## src/rtl/hazard_controller.sv

```systemverilog
// hazard_controller: load-use/memory-wait/mispredict hazard sequencer with saturating perf counters
module hazard_controller #(
  parameter int FLUSH_CYCLES = 1,
  parameter int MEM_TIMEOUT  = 16,
  parameter int CNT_W        = 16
) (
  input  logic             i_clk,
  input  logic             i_reset,
  input  logic [4:0]       i_id_rs1_addr,
  input  logic [4:0]       i_id_rs2_addr,
  input  logic             i_id_use_rs1,
  input  logic             i_id_use_rs2,
  input  logic             i_id_valid,
  input  logic [4:0]       i_ex_rd_addr,
  input  logic             i_ex_load_en,
  input  logic             i_ex_wren,
  input  logic             i_ex_valid,
  input  logic             i_mispredict,
  input  logic             i_lsu_req,
  input  logic             i_lsu_ready,
  output logic             o_stall_if,
  output logic             o_stall_id,
  output logic             o_stall_ex,
  output logic             o_flush_id,
  output logic             o_flush_ex,
  output logic             o_mem_timeout,
  output logic [1:0]       o_state,
  output logic [CNT_W-1:0] o_stall_cnt,
  output logic [CNT_W-1:0] o_flush_cnt
);
  localparam int FW = $clog2(FLUSH_CYCLES + 1);
  localparam int WW = $clog2(MEM_TIMEOUT + 1);
  typedef enum logic [1:0] {RUN = 2'b00, MEM_WAIT = 2'b01, FLUSH = 2'b10} state_t;
  state_t state_q, state_d;
  logic ret_flush_q, ret_flush_d, timeout_q, timeout_d;
  logic [FW-1:0] rem_q, rem_d;
  logic [WW-1:0] wait_q, wait_d;
  logic [CNT_W-1:0] stall_cnt_q, stall_cnt_d, flush_cnt_q, flush_cnt_d;
  logic load_use, mem_busy, stall_if, stall_id, stall_ex, flush_id, flush_ex, flush_acc;
  assign load_use = i_ex_valid & i_ex_load_en & i_ex_wren & (i_ex_rd_addr != 5'd0) & i_id_valid &
                    ((i_id_use_rs1 & (i_id_rs1_addr == i_ex_rd_addr)) |
                     (i_id_use_rs2 & (i_id_rs2_addr == i_ex_rd_addr)));
  assign mem_busy = i_lsu_req & ~i_lsu_ready;
  // Next state and hazard controls; memory stall outranks mispredict, which outranks load-use
  always_comb begin
    state_d = state_q;
    ret_flush_d = ret_flush_q;
    rem_d = rem_q;
    wait_d = '0;
    {stall_if, stall_id, stall_ex, flush_id, flush_ex, flush_acc} = '0;
    if (mem_busy) begin
      {stall_if, stall_id, stall_ex} = 3'b111;
      state_d = MEM_WAIT;
      wait_d = (wait_q == WW'(MEM_TIMEOUT)) ? wait_q : wait_q + 1'b1;
      ret_flush_d = (state_q == MEM_WAIT) ? ret_flush_q : (state_q == FLUSH);
    end else if (state_q == MEM_WAIT) begin
      {stall_if, stall_id, stall_ex} = 3'b111;
      state_d = ret_flush_q ? FLUSH : RUN;
    end else if (i_mispredict) begin
      {flush_id, flush_ex, flush_acc} = 3'b111;
      state_d = (FLUSH_CYCLES > 1) ? FLUSH : RUN;
      rem_d = FW'(FLUSH_CYCLES - 1);
    end else if (state_q == FLUSH) begin
      flush_id = 1'b1;
      rem_d = rem_q - 1'b1;
      state_d = (rem_q <= FW'(1)) ? RUN : FLUSH;
    end else if (load_use) begin
      {stall_if, stall_id, flush_ex} = 3'b111;
    end
    timeout_d = timeout_q | (wait_d == WW'(MEM_TIMEOUT));
    stall_cnt_d = stall_cnt_q + CNT_W'(o_stall_if & ~&stall_cnt_q);
    flush_cnt_d = flush_cnt_q + CNT_W'(flush_acc & ~i_reset & ~&flush_cnt_q);
  end
  // State, wait/flush sequencing and performance counter registers
  always_ff @(posedge i_clk or posedge i_reset) begin
    if (i_reset) begin
      state_q <= RUN;
      ret_flush_q <= 1'b0;
      rem_q <= '0;
      wait_q <= '0;
      timeout_q <= 1'b0;
      stall_cnt_q <= '0;
      flush_cnt_q <= '0;
    end else begin
      state_q <= state_d;
      ret_flush_q <= ret_flush_d;
      rem_q <= rem_d;
      wait_q <= wait_d;
      timeout_q <= timeout_d;
      stall_cnt_q <= stall_cnt_d;
      flush_cnt_q <= flush_cnt_d;
    end
  end
  assign o_stall_if = stall_if & ~i_reset;
  assign o_stall_id = stall_id & ~i_reset;
  assign o_stall_ex = stall_ex & ~i_reset;
  assign o_flush_id = flush_id & ~i_reset;
  assign o_flush_ex = flush_ex & ~i_reset;
  assign o_mem_timeout = timeout_q;
  assign o_state = state_q;
  assign o_stall_cnt = stall_cnt_q;
  assign o_flush_cnt = flush_cnt_q;
endmodule

```

## config.mk

```make
export PLATFORM = sky130hd
export DESIGN_NAME = hazard_controller
export DESIGN_NICKNAME = d
export VERILOG_FILES = /design/src/rtl/hazard_controller.sv
export SDC_FILE = /design/constraint.sdc
export NUM_CORES = 1
export LEC_CHECK = 0
export CAP_MARGIN = 5
export CORE_UTILIZATION = 50
export CTS_CLUSTER_DIAMETER = 30
export DETAILED_ROUTE_END_ITERATION = 10
export DONT_BUFFER_PORTS = 1
export PLACE_DENSITY = 0.7
export SLEW_MARGIN = 0
export SYNTH_ARGS = -nofsm -noshare
export SYNTH_HDL_FRONTEND = slang
export SYNTH_SLANG_ARGS = --single-unit
```

## constraint.sdc

```tcl
create_clock -name i_clk -period 4.7 [get_ports i_clk]
set_input_delay 0.47 -clock i_clk [delete_from_list [all_inputs] [get_ports i_clk]]
set_output_delay 0.47 -clock i_clk [all_outputs]
set_load 0.01 [all_outputs]
```

==> out/metrics.yaml <==
cts-root-buf: "clkbuf_8"
gp_congestion: 0.8294
min_path_type: "in2async"
leakage_nw: 0.9713
worstSkewPairLatency_ns: 0.30
swShare_pct: 29.87
rsz0062_at_grt: "false"
dp_hpwl_um: 2900
synthXorXnorAreaFrac_pct: 17.87
synth_top_cell_by_area: "dfrtp_1"
crit_required_ns: 4.91
die_x_um: 65.40
grt_pass1_wl_um: 6417
p_per_area_nw_per_um2: 388.4
ys_types: 30
power.clock.fraction_pct: 33.5
design_area_um2: 2181
synth_top_family_by_area: "simple AND/OR/NAND/NOR gates"
drt_iter0_drc: 73
avgSynthCellArea_um2: 10.52
internal_power_mw: 0.5940
synth_top_cell_area_share_pct: 51.06
path_class: "reg2reg"
syn-instance-count: 191
dp_cells: 238
vdd_drop_max_uv: 258.1
route.vias.total: 1390
grt_pass1_vias: 1485
fin_crit_sh_pct: 58.70
n_antenna_cell: 0
ios: 66
start_util_pct: 53.68
grt_max_degree: 42
slew_viol_final: 0
hold_buffers: 0
slew_headroom_pct: 66.46
drc_errors: 0
cp.arrival_ns: 2.97
track_usage_pct: 20.19
yosys.area_share.adder_pct: 4.981
post-cts-setup-buffer-count: 0
numCtsBuffers: 5
post_dp_cell_area_um2: 2066
max_freq_mhz: 362.5
htree_num_levels: 2
antenna_found_initial: 0
synth_top_flop_cell: "dfrtp_1"
ys_ff_latch: 41
drive_above_1_share_pct: 6.566
regArea_um2: 1026
grt_overflow_total: 0
synth_edf_count: 0
wirelength_um: 3818
yosys.area_share.simple_pct: 20.36
antenna_left: 0
clock_skew_ns: 0.01259
clock-sinks: 41
fp.coreArea_um2: 3744
ys_top_cells_by_area: "dfrtp_1 51%, xnor2_1 13%, ha_1 5.0%"
multi_input_area_um2: 942.2
syn_area_um2: 2009
combPwrFrac_pct: 9.1
endpoint_kind: "flop"
clock_path_buffers: 2
start_kind: "flop"
syn2layout_area_growth_pct: 8.530
dr.pass1.iters: 4
cts_resized: 0
post-route-min-period_ns: 2.759
switching_power_mw: 0.2530
numPortBuffers: 0
synth-seq-area-share_pct: 51.06
syn-num-nets: 225
fillCellCount: 345
die_h_um: 65.40
p_seq_share_pct: 57.4
async_flop_share_pct: 100.0
path_max_fanout: 7
ys_warn_count: 0
stdcell_count: 246
synth_compound_area_share_pct: 2.553
final_util_pct: 58.26
finalHoldViolations: 0
cts_tree: "built"
worst_pin_slew_ns: 0.5031
tns_ns: 0
final_common_cell: "dfrtp_1"
wire_per_inst_um: 15.52
clkTransAtPathRegs_ns: 0.08
dieArea_um2: 4277
mostFrequentLayoutCells: "41 x dfrtp_1, 30 x xnor2_1, 21 x nor2_1"
setup_violations: 0
synth_mux_area_share_pct: 1.121
rows: 22
fin_nets: 231
via_per_inst: 5.650
outcome: "finished, final reports clean"
drv_cap: 0
[synth_stat cells, types with 2 or more instances]
cell and instances:
nand2_1 14, nor3_1 6, dfrtp_1 41, mux2_2 2, and3_1 2, or2_2 2
nand4_1 11, and4_1 3, inv_1 8, xnor2_1 30, nand3_1 15, ha_1 8
xor2_1 11, nor2_1 21, nand2b_1 2
[sequential cells by signal, indices dropped and copies added (netlist names)]
name           flops
o_flush_cnt       16
o_state            2
ret_flush_q        1
o_mem_timeout      1
o_stall_cnt       16
wait_q             5
[routing by layer]
metal  track usage (%)  vias up  share of wire [%]
met5                 0        -                  0
li1                  -      657                  -
met3             7.813        7                6.8
met1             21.52      690                 40
met2             34.79       36                 52
met4             9.511        0                1.8
[metrics by stage]
step | hold slack, ns | worst slack (ns) | total power, mW
5_1_grt | 0.2180 | 1.652 | 0.8947
4_1_cts | 0.1922 | 1.908 | 0.8577
2_1_floorplan | 0.4814 | 2.309 | 0.5391
3_5_place_dp | 0.5133 | 1.957 | 0.5726
3_3_place_gp | 0.5020 | 2.053 | 0.5627
6_report | 0.1734 | 1.941 | 0.8470
[final timing paths]
path                             start         endpoint  slack [ns]  depth (start not counted)
setup / recovery            o_state[0]  o_stall_cnt[14]        1.94                         10
hold / removal                 i_reset       o_state[0]        0.17                          2
setup reg to reg            o_state[0]  o_stall_cnt[14]        1.94                         10
hold reg to reg            ret_flush_q      ret_flush_q        0.54                          1
max in group asynchronous      i_reset  o_flush_cnt[13]        4.17                          2
min in group i_clk         i_lsu_ready       o_state[1]        0.39                          2
[critical path, stage by stage, from the launching register on]
cell,delay [ns]
dfrtp_1,0.43
inv_1,0.08
ha_1,0.25
nor3_1,0.26
a31o_1,0.33
o31a_1,0.18
ha_1,0.30
ha_1,0.34
nand2_1,0.13
nor3_1,0.21
xnor2_1,0.15
[cells by family after synthesis]
logic type | count (synthesis)
AOI/OAI and AO/OA | 7
xor gates and xnor gates | 41
adders and majority gates | 8
buffers and inverters | 10
DFF | 41
muxes | 2
and+or+nand+nor | 82
[power groups by stage]
| stage | logic, mW | clock network [mW] | registers [mW] |
|---|---|---|---|
| finish | 0.0775 | 0.284 | 0.486 |
| detailed placement | 0.0788 | 0 | 0.494 |
| CTS | 0.0802 | 0.291 | 0.486 |
| floorplan | 0.0658 | 0 | 0.473 |
| global placement | 0.0733 | 0 | 0.489 |
| global route | 0.0933 | 0.304 | 0.497 |
[layout make-up]
| type | count | share of cell area, % |
|---|---|---|
| repair buffers | 1 | 0.3442 |
| well taps | 48 | 2.754 |
| clock inverters | 3 | 2.123 |
| multi-input cells | 140 | 43.20 |
| flip-flops and latches | 41 | 47.05 |
| inverters | 8 | 1.377 |
| clock buffers | 5 | 3.155 |
(Power assumes the default switching activity.)
